`src/rtl/btn_counter_pkg.sv`:
```
// Shared constants and types for the debounced push-button step counter.
package btn_counter_pkg;

    localparam int unsigned SYNC_STAGES      = 2;
    localparam int unsigned DEBOUNCE_DEFAULT = 1_250_000;

    typedef logic [3:0] count_t;

endpackage

```
`src/rtl/btn_debounce.sv`:
```
// One button channel: 2-FF synchronizer, stability-counter debouncer and a
// rising-edge detector that emits a single-cycle press.
module btn_debounce
    import btn_counter_pkg::*;
#(
    parameter int unsigned DEBOUNCE_CYCLES = DEBOUNCE_DEFAULT
) (
    input  logic clk,
    input  logic rst_n,
    input  logic btn_raw,
    output logic press
);

    localparam int unsigned CW = $clog2(DEBOUNCE_CYCLES + 1);

    logic [SYNC_STAGES-1:0] sync_q, sync_d;
    logic                   level_q, level_d;
    logic                   level_prev_q;
    logic [CW-1:0]          stable_cnt_q, stable_cnt_d;
    logic                   btn_sync;

    assign btn_sync = sync_q[SYNC_STAGES-1];

    always_comb begin
        sync_d       = {sync_q[SYNC_STAGES-2:0], btn_raw};
        level_d      = level_q;
        stable_cnt_d = '0;
        if (btn_sync != level_q) begin
            // Flip on the DEBOUNCE_CYCLES-th consecutive differing sample.
            if (stable_cnt_q == CW'(DEBOUNCE_CYCLES - 1)) begin
                level_d = btn_sync;
            end else begin
                stable_cnt_d = stable_cnt_q + 1'b1;
            end
        end
    end

    always_ff @(posedge clk or negedge rst_n) begin
        if (!rst_n) begin
            sync_q       <= '0;
            level_q      <= 1'b0;
            level_prev_q <= 1'b0;
            stable_cnt_q <= '0;
        end else begin
            sync_q       <= sync_d;
            level_q      <= level_d;
            level_prev_q <= level_q;
            stable_cnt_q <= stable_cnt_d;
        end
    end

    assign press = level_q & ~level_prev_q;

endmodule

```
`src/rtl/btn_step_counter.sv`:
```
// Debounced up/down/clear step counter whose binary count feeds the Gray
// converter; step_pulse and wrap are registered alongside the count.
module btn_step_counter
    import btn_counter_pkg::*;
#(
    parameter int unsigned DEBOUNCE_CYCLES = DEBOUNCE_DEFAULT,
    parameter int unsigned WIDTH           = 4
) (
    input  logic             clk,
    input  logic             rst_n,
    input  logic             btn_up,
    input  logic             btn_down,
    input  logic             btn_clr,
    input  logic             en,
    output logic [WIDTH-1:0] count,
    output logic             step_pulse,
    output logic             wrap
);

    logic             up_press, down_press, clr_press;
    logic [WIDTH-1:0] count_q, count_d;
    logic             step_pulse_q, step_pulse_d;
    logic             wrap_q, wrap_d;

    btn_debounce #(.DEBOUNCE_CYCLES(DEBOUNCE_CYCLES)) u_db_up (
        .clk     (clk),
        .rst_n   (rst_n),
        .btn_raw (btn_up),
        .press   (up_press)
    );

    btn_debounce #(.DEBOUNCE_CYCLES(DEBOUNCE_CYCLES)) u_db_down (
        .clk     (clk),
        .rst_n   (rst_n),
        .btn_raw (btn_down),
        .press   (down_press)
    );

    btn_debounce #(.DEBOUNCE_CYCLES(DEBOUNCE_CYCLES)) u_db_clr (
        .clk     (clk),
        .rst_n   (rst_n),
        .btn_raw (btn_clr),
        .press   (clr_press)
    );

    always_comb begin
        count_d      = count_q;
        step_pulse_d = 1'b0;
        wrap_d       = 1'b0;
        if (en) begin
            if (clr_press) begin
                count_d = '0;
            end else if (up_press && !down_press) begin
                count_d = count_q + 1'b1;
                wrap_d  = (count_q == '1);
            end else if (down_press && !up_press) begin
                count_d = count_q - 1'b1;
                wrap_d  = (count_q == '0);
            end
            // A clear at zero is not a step.
            step_pulse_d = (count_d != count_q);
        end
    end

    always_ff @(posedge clk or negedge rst_n) begin
        if (!rst_n) begin
            count_q      <= '0;
            step_pulse_q <= 1'b0;
            wrap_q       <= 1'b0;
        end else begin
            count_q      <= count_d;
            step_pulse_q <= step_pulse_d;
            wrap_q       <= wrap_d;
        end
    end

    assign count      = count_q;
    assign step_pulse = step_pulse_q;
    assign wrap       = wrap_q;

endmodule

```
`config.mk`:
```
export PLATFORM = sky130hd
export DESIGN_NAME = btn_step_counter
export DESIGN_NICKNAME = d
export VERILOG_FILES = /design/src/rtl/btn_counter_pkg.sv /design/src/rtl/btn_debounce.sv /design/src/rtl/btn_step_counter.sv
export SDC_FILE = /design/constraint.sdc
export NUM_CORES = 1
export LEC_CHECK = 0
export ABC_AREA = 0
export CORE_ASPECT_RATIO = 0.8
export CORE_MARGIN = 2
export CORE_UTILIZATION = 35
export CTS_BUF_LIST = sky130_fd_sc_hd__clkbuf_4 sky130_fd_sc_hd__clkbuf_8
export DETAILED_ROUTE_END_ITERATION = 16
export SLEW_MARGIN = 20
export SYNTH_ARGS = -nofsm -noshare
export SYNTH_HDL_FRONTEND = slang
export SYNTH_SLANG_ARGS = --single-unit
```
`constraint.sdc`:
```
create_clock -name clk -period 5.13 [get_ports clk]
set_input_delay 1.026 -clock clk [delete_from_list [all_inputs] [get_ports clk]]
set_output_delay 1.026 -clock clk [all_outputs]
set_load 0.05 [all_outputs]
```
# After elaboration in Yosys (flattened, before gate mapping)
# Index checks and enable logic that the tools add are counted.
dict set report classes {
  add_sub_neg 5
  eq_ne 8
  mux 15
  n_bitwise 6
  n_reduce_logical 8
}
# operator count
set ops {}
lappend ops {{$mux W21} 6}
lappend ops {{$add A21 B1 Y21 const B} 3}
lappend ops {{$eq A21 B21 Y1 const B} 3}
lappend ops {{$mux W4} 4}
lappend ops {{$reduce_and A2 Y1} 3}
lappend ops {{$mux W1} 5}
lappend ops {{$add A4 B1 Y4 const B} 1}
lappend ops {{$eq A4 B4 Y1 const B} 1}
lappend ops {{$logic_not A4 Y1} 1}
lappend ops {{$ne A4 B4 Y1} 1}
lappend ops {{$sub A4 B1 Y4 const B} 1}
lappend ops {{$and A1 B1 Y1} 3}
lappend ops {{$ne A1 B1 Y1} 3}
lappend ops {{$not A1 Y1} 3}
lappend ops {{$logic_and A1 B1 Y1} 2}
lappend ops {{$logic_not A1 Y1} 2}
dict set report word_totals {
  regBits 81
  elab_cells 57
}

# Logic depth before layout (Yosys ltp)
# Gate-level depths: netlist (run 1).
dict set report depth {
  word_depth 10
  ltp_mapped 6
  mapped_depth_nobuf 5
}

# By module
# Synthesis (run 1) repeated with hierarchy kept, for this count alone.
dict set report unflattened {
  cells_unflattened 403
  area_unflattened_um2 4012.6
}
# module n_inst cells_per_inst area_per_inst_um2 seq_area_each_um2
set by_module_without_submodules {}
lappend by_module_without_submodules {btn_debounce 3 119 1202.4 625.6}
lappend by_module_without_submodules {btn_step_counter 1 46 405.4 150.1}

# Worst setup path after synthesis (run 1)
# Ideal clock, no wire load.
dict set report synth_path {
  path_type {register -> register}
  from {register u_db_clr.stable_cnt_q[8]}
  to {register u_db_clr.level_q}
  setup_time_ps 125
  arrival_time_ps 1930
  t_required_ps 5005
  setup_slack_ps 3075
  stages_incl_launch_ff 5
  path_buffers 0
  synth_period_minus_slack_ps 2055
  path_cell_list {dfrtp_1 or4b_1 or4_4 nor2_1 mux2_2}
}
dict set report synth_between {
  elab_chain_len 2
}
# item line
set synth_rtl {}
lappend synth_rtl {{start, declared} btn_debounce.sv:19} ;# logic [CW-1:0] stable_cnt_q, stable_cnt_d;
lappend synth_rtl {{start signal, assigned} btn_debounce.sv:48} ;# stable_cnt_q <= stable_cnt_d;
lappend synth_rtl {{$eq A21 B21 Y1} btn_debounce.sv:30} ;# if (stable_cnt_q == CW'(DEBOUNCE_CYCLES - 1)) begin
lappend synth_rtl {{$reduce_and A2 Y1 (no line)} -}
lappend synth_rtl {{end signal, assigned} btn_debounce.sv:46} ;# level_q <= level_d;
lappend synth_rtl {{end, declared} btn_debounce.sv:17} ;# logic level_q, level_d;
# Every way passes these cells.
# A chain may end at the register's enable or synchronous reset.

# Final worst setup path (run 1)
dict set report layout_path {
  from {register count_q[0], in the netlist count[0]}
  to {output port count[0]}
}
# item line
set layout_lines {}
lappend layout_lines {{start, declared} btn_step_counter.sv:21} ;# logic [WIDTH-1:0] count_q, count_d;
lappend layout_lines {{start signal, assigned} btn_step_counter.sv:71} ;# count_q <= count_d;
lappend layout_lines {{end, declared} btn_step_counter.sv:15} ;# output logic [WIDTH-1:0] count,
# No word-level cell between the ends.

==> results.json, run 1 <==
{
  "power.share.switching_pct": 22.4,
  "synthMostInstantiatedCell": "dfrtp_1",
  "seq_area_frac_synth_pct": 51.4,
  "avg_wl_per_cell_um": 13.4,
  "power_per_cell_area_nw_per_um2": 274,
  "detail_route.vias_per_cell": 5.13,
  "tritoncts.num_buffers": 9,
  "tritoncts": "done",
  "worst_slew_pin_slew_ns": 0.879,
  "rows": 34,
  "synth_top_flop_cell": "dfrtp_1",
  "fraction_of_power_consumed_by_combinational_cells_pct": 3.4,
  "share_of_synthesized_cell_area_in_and_or_nand_and_nor_gates_pct": 25.6,
  "area_growth_pct": 12.9,
  "synth_top_family_by_area": "simple AND/OR/NAND/NOR gates",
  "power.share.clock_pct": 43.0,
  "p_leak_nw": 1.80,
  "synth_cell_type_count": 47,
  "final_net_count": 421,
  "ant_nets": 0,
  "fraction_of_synthesized_cell_area_in_xor_and_xnor_cells_pct": 10.7,
  "fin_worst_skew_ns": 0.0119,
  "critPathMaxFanout": 7,
  "required_ns": 4.10,
  "worst-path-buf-inv": 1,
  "final_layout_size_suffix_gt1_share_pct": 7.73,
  "route.final.wire_length_um": 7460,
  "critical_path.slowest_cell": "clkdlybuf4s50_1",
  "share_seq_of_total_power_pct": 53.6,
  "hpwlAfterDp_um": 5040,
  "antenna_violations_before_repair": 0,
  "core_region_area_um2": 10900,
  "setup.worst_path.start_class": "flop",
  "clkSlewWorstSetupHoldPaths_ns": 0.09,
  "post-cts-setup-buffers": 0,
  "synth-adder-area-share_pct": 1.90,
  "via_count": 2863,
  "fin_crit_sh_pct": 52.4,
  "status": "finished, final reports clean",
  "cts-root-to-sink-buffers": 2,
  "min-delay-path-class": "reg -> reg",
  "grt_pass1_wl_um": 13100,
  "firstDrtPassIters": 4,
  "critical_path.cell_chain": "clkdlybuf4s50_1",
  "port_buf_inserts": 11,
  "synth_compound_gate_area_share_pct": 5.90,
  "vertical_extent_of_the_die_um": 98.9,
  "maximum_number_of_pins_on_one_net_before_global_route_repair": 82,
  "fillCellCount": 1029,
  "vdd_drop_max_mv": 0.103,
  "cts-root-buf": "clkbuf_8",
  "initial_core_util_pct": 36.1,
  "mappedNetlistNets": 404,
  "critPathKind": "reg -> out",
  "cts.hold.buffers_added": 0,
  "intPower_w": 0.000947,
  "remaining_drc_errors": 0,
  "fp.dieArea_um2": 12100,
  "setup_total_negative_slack_ns": 0,
  "clk-insertion-delay-late_ns": 0.36,
  "io-pin-count": 12,
  "total_power_of_the_final_layout_w": 0.00122,
  "crit_path_end_kind": "primary output",
  "hold_viol": 0,
  "synth_top_cell_by_area": "dfrtp_1",
  "max_freq_mhz": 372,
  "dieWidth_um": 123,
  "global_route.usage.total_pct": 13.4,
  "async_reset_ff_share_pct": 100,
  "mappedNetlistArea_um2": 3940,
  "finalSetupViolations": 0,
  "n_antenna_cell": 0,
  "synth.area.top_cells": "dfrtp_1 (51%), xnor2_1 (8.0%), nor2_1 (6.2%), nand4_1 (3.2%), nor4_1 (2.9%)",
  "synth.ff_latch_count": 81,
  "first_global_vias": 2774,
  "cts_max_level": 3,
  "power.switching_w": 0.000273,
  "avgSynthCellArea_um2": 10.1,
  "remaining_max_slew_budget_at_the_tightest_pin_pct": 40.8,
  "layout_min_cycle_time_ns": 2.69,
  "postCtsResizedCells": 0,
  "drv.max_cap_violation_count": 0,
  "share_of_cell_area_taken_by_muxes_after_synthesis_pct": 1.90,
  "syn_inst": 392,
  "final-max-slew-violation-count": 0,
  "grt-ovfl-total": 0,
  "drt_iter0_drc": 302,
  "setup_repair_after_global_routing_missed_its_margin": "false",
  "netlist_top_cells_count": "dfrtp_1 (81), nor2_1 (65), xnor2_1 (36)",
  "synth_enable_flop_cells": 0,
  "synth_top_area_share_pct": 51.4,
  "synth-warning-count": 0,
  "path_delay_family": "buffers and inverters",
  "hold_ws_ns": 0.354,
  "numClockSinks": 81,
  "routabilityCongestion": 0.852,
  "critical_path.max_stage_delay_ns": 0.84,
  "worst-endpoint-arrival_ns": 1.66
}
worst paths after layout:
check | depth (start not counted) | end | startpoint | slack, ns
worst max-delay path | 1 | count[0] | count[0]$_DFFE_PN0P_ | 2.44
worst min-delay path | 0 | u_db_up.sync_q[1]$_DFF_PN0_ | u_db_up.sync_q[0]$_DFF_PN0_ | 0.35
worst max register to register | 6 | u_db_down.stable_cnt_q[2]$_DFF_PN0_ | u_db_down.stable_cnt_q[0]$_DFF_PN0_ | 2.86
worst min register to register | 0 | u_db_up.sync_q[1]$_DFF_PN0_ | u_db_up.sync_q[0]$_DFF_PN0_ | 0.35
max in group asynchronous | 1 | u_db_up.stable_cnt_q[4]$_DFF_PN0_ | rst_n | 3.93
min in group asynchronous | 1 | u_db_clr.stable_cnt_q[9]$_DFF_PN0_ | rst_n | 0.70
logic make-up (layout without fill, tap and decap cells):
| family | count (synthesis) | in the layout |
|---|---|---|
| compound gates | 35 | 35 |
| xor+xnor | 48 | 48 |
| fa+ha+maj | 6 | 6 |
| buf+inv | 25 | 47 |
| flops | 81 | 81 |
| mux | 7 | 7 |
| simple gates | 190 | 190 |
state kept, by name (all words and copies together), names as in the netlist, 2 cells and up:
name and flops:
u_db_down.stable_cnt_q 21, u_db_clr.sync_q 2, u_db_up.sync_q 2, u_db_clr.stable_cnt_q 21, u_db_up.stable_cnt_q 21, count 4
u_db_down.sync_q 2
layer usage:
metal  global-route usage [%]  share of wire (%)  vias to the layer above
met1                     18.8                 51                     1381
li1                         -                  -                     1424
met3                     4.34                4.1                        8
met4                     4.77                1.4                        0
met2                     19.4                 43                       50
met5                        0                  0                        -
power by group through the flow:
stage / logic, W / clock network [W] / registers, W
floorplan: 0.0000187 / 0 / 0.000667
global placement: 0.0000420 / 0 / 0.000666
detailed placement: 0.0000425 / 0 / 0.000667
CTS: 0.0000428 / 0.000545 / 0.000654
global route: 0.0000481 / 0.000573 / 0.000656
finish: 0.0000415 / 0.000524 / 0.000654
final cells by class:
cell class | count | area (um^2) | share of cell area (%)
flip-flops and latches | 81 | 2030 | 45.5
multi-input cells | 286 | 1820 | 40.9
well taps | 144 | 180 | 4.05
clock buffers | 10 | 138 | 3.09
repair buffers | 13 | 126 | 2.84
clock inverters | 6 | 91.3 | 2.05
inverters | 18 | 67.6 | 1.52
stage by stage:
step | util, % | worst slack [ns] | std cells | instance area [um^2]
floorplan | - | 3.08 | 392 | 3940
global placement | 38.6 | 2.86 | 542 | 4220
detailed placement | 38.6 | 2.83 | 542 | 4220
CTS | 40.7 | 2.41 | 558 | 4450
global route | 40.7 | 2.37 | 558 | 4450
finish | 40.7 | 2.44 | 558 | 4450
cell usage in the layout (no fill, tap or decap), drive strengths merged, types with 5 or more instances in the layout:
| cell type | n |
|---|---|
| dfrtp | 81 |
| nand3 | 20 |
| or3 | 5 |
| nand4 | 22 |
| ha | 6 |
| xnor2 | 36 |
| inv | 18 |
| clkbuf | 10 |
| and3 | 12 |
| xor2 | 12 |
| a21oi | 8 |
| nor3 | 11 |
| nand2 | 13 |
| o21ai | 12 |
| nor2 | 65 |
| clkdlybuf4s50 | 10 |
| nor4 | 18 |
Power figures use the tool's default switching activity.
==> inputs of run 2 (changes only) <==
clock period = 2.2 ns   (was 5.13 ns; I/O delays follow)
==> results.json, run 2 (synthesis results as in run 1) <==
{
  "status": "finished, final reports clean",
  "post-cts-setup-buffers": 0,
  "clk-insertion-delay-late_ns": 0.35,
  "tritoncts": "done",
  "hpwlAfterDp_um": 5390,
  "critPathKind": "reg -> out",
  "crit_path_end_kind": "primary output",
  "fin_worst_skew_ns": 0.00769,
  "grt_pass1_wl_um": 13400,
  "port_buf_inserts": 11,
  "firstDrtPassIters": 4,
  "vdd_drop_max_mv": 0.232,
  "max_freq_mhz": 473,
  "avg_wl_per_cell_um": 13.2,
  "final_layout_size_suffix_gt1_share_pct": 11.6,
  "reg.largest.list": "u_db_clr.stable_cnt_q (21), u_db_down.stable_cnt_q (21), u_db_up.stable_cnt_q (21)",
  "drt_iter0_drc": 188,
  "route.final.wire_length_um": 7630,
  "critical_path.slowest_cell": "clkdlybuf4s50_1",
  "min-delay-path-class": "in -> async",
  "crit-reg2reg-launch": "u_db_clr.stable_cnt_q[10]$_DFF_PN0_",
  "fp.dieArea_um2": 12100,
  "regArea_um2": 2030,
  "r2r_end": "u_db_clr.level_q$_DFFE_PN0P_",
  "finalSetupViolations": 0,
  "dieWidth_um": 123,
  "dp_worst_setup_slack_ns": 0.123,
  "n_antenna_cell": 0,
  "numClockSinks": 81,
  "critical_path.cell_chain": "clkdlybuf4s50_1",
  "setup_repair_after_global_routing_missed_its_margin": "false",
  "cts-root-buf": "clkbuf_8",
  "cts-root-to-sink-buffers": 2,
  "rows": 34,
  "setup_total_negative_slack_ns": 0,
  "final-max-slew-violation-count": 0,
  "drv.max_cap_violation_count": 0,
  "core_region_area_um2": 10900,
  "cts.hold.buffers_added": 0,
  "grt-ovfl-total": 0,
  "antenna_violations_before_repair": 0,
  "path_delay_family": "buffers and inverters",
  "postCtsResizedCells": 0,
  "required_ns": 1.76,
  "global_route.usage.total_pct": 13.8,
  "crit_cells": 1,
  "cts_max_level": 3,
  "detail_route.vias_per_cell": 5.11,
  "critical_path.max_stage_delay_ns": 0.85,
  "io-pin-count": 12,
  "fillCellCount": 1027,
  "multiInputGateArea_um2": 1820,
  "most_common_library_cell_in_the_layout_ignoring_fill_and_taps": "dfrtp_1",
  "finalWorstSetupSlack_ns": 0.0847,
  "clkSlewWorstSetupHoldPaths_ns": 0.08,
  "tritoncts.num_buffers": 9,
  "remaining_max_slew_budget_at_the_tightest_pin_pct": 61.1,
  "p_leak_nw": 1.86,
  "maximum_number_of_pins_on_one_net_before_global_route_repair": 34,
  "reg2reg_setup_slack_ns": 0.12,
  "worst_slew_pin_slew_ns": 0.578,
  "first_global_vias": 2882,
  "power_per_cell_area_nw_per_um2": 572,
  "area_growth_pct": 15.1,
  "remaining_drc_errors": 0,
  "fin_crit_sh_pct": 96.2,
  "final_net_count": 439,
  "vertical_extent_of_the_die_um": 98.9,
  "worst-path-buf-inv": 1,
  "setup.worst_path.start_class": "flop",
  "most-common-layout-cells": "dfrtp_1 (81), nor2_1 (65), xnor2_1 (36)",
  "via_count": 2943,
  "layout_min_cycle_time_ns": 2.12,
  "worst-endpoint-arrival_ns": 1.68,
  "ant_nets": 0,
  "routabilityCongestion": 0.761,
  "critPathMaxFanout": 7,
  "hold_viol": 0,
  "initial_core_util_pct": 36.1,
  "reg2regPathDepth": 4
}
==> run 2: cell types whose count changed in the layout (fill, tap and decap cells not counted), moves of 2 or more <==
cell       before  now
clkinv_2        0    2
clkbuf_4        0    2
bufinv_16       2    0
buf_4           2   20
==> run 2: metrics by stage <==
stage	cells	hold WS [ns]	util, %	instance area, um^2	power [W]
6_report	576	0.0132	41.5	4540	0.00260
5_1_grt	576	0.0391	41.5	4540	0.00273
4_1_cts	576	0.0196	41.5	4540	0.00265
3_5_place_dp	560	0.338	39.9	4370	0.00167
3_3_place_gp	560	0.333	39.9	4370	0.00167
2_1_floorplan	392	0.144	-	3940	0.00160
==> run 2: layer usage <==
layer  vias up  track usage, %  wire, um
met5         -               0         0
met4         0            5.92       138
met3        13            3.59       300
met2        62            20.7      3340
met1      1411            18.9      3850
li1       1457               -         -
==> run 2: worst max path at each step <==
stage | from | endpoint
3_3_place_gp | u_db_clr.stable_cnt_q[10]$_DFF_PN0_ | u_db_clr.level_q$_DFFE_PN0P_
3_5_place_dp | u_db_clr.stable_cnt_q[10]$_DFF_PN0_ | u_db_clr.level_q$_DFFE_PN0P_
6_report | count[0]$_DFFE_PN0P_ | count[0]
2_1_floorplan | u_db_clr.stable_cnt_q[8]$_DFF_PN0_ | u_db_clr.level_q$_DFFE_PN0P_
5_1_grt | count[0]$_DFFE_PN0P_ | count[0]
4_1_cts | count[0]$_DFFE_PN0P_ | count[0]
==> run 2: area by class of cell <==
cell class | instances | area share [%]
well taps | 144 | 3.97
repair buffers | 31 | 5.96
clock buffers | 11 | 3.06
inverters | 18 | 1.49
clock inverters | 5 | 0.717
flip-flops and latches | 81 | 44.7
multi-input cells | 286 | 40.1
==> run 2: power by group <==
part / switching [W] / internal, W
sequential: 0.0000198 / 0.00151
combinational: 0.0000700 / 0.0000393
clock: 0.000528 / 0.000431
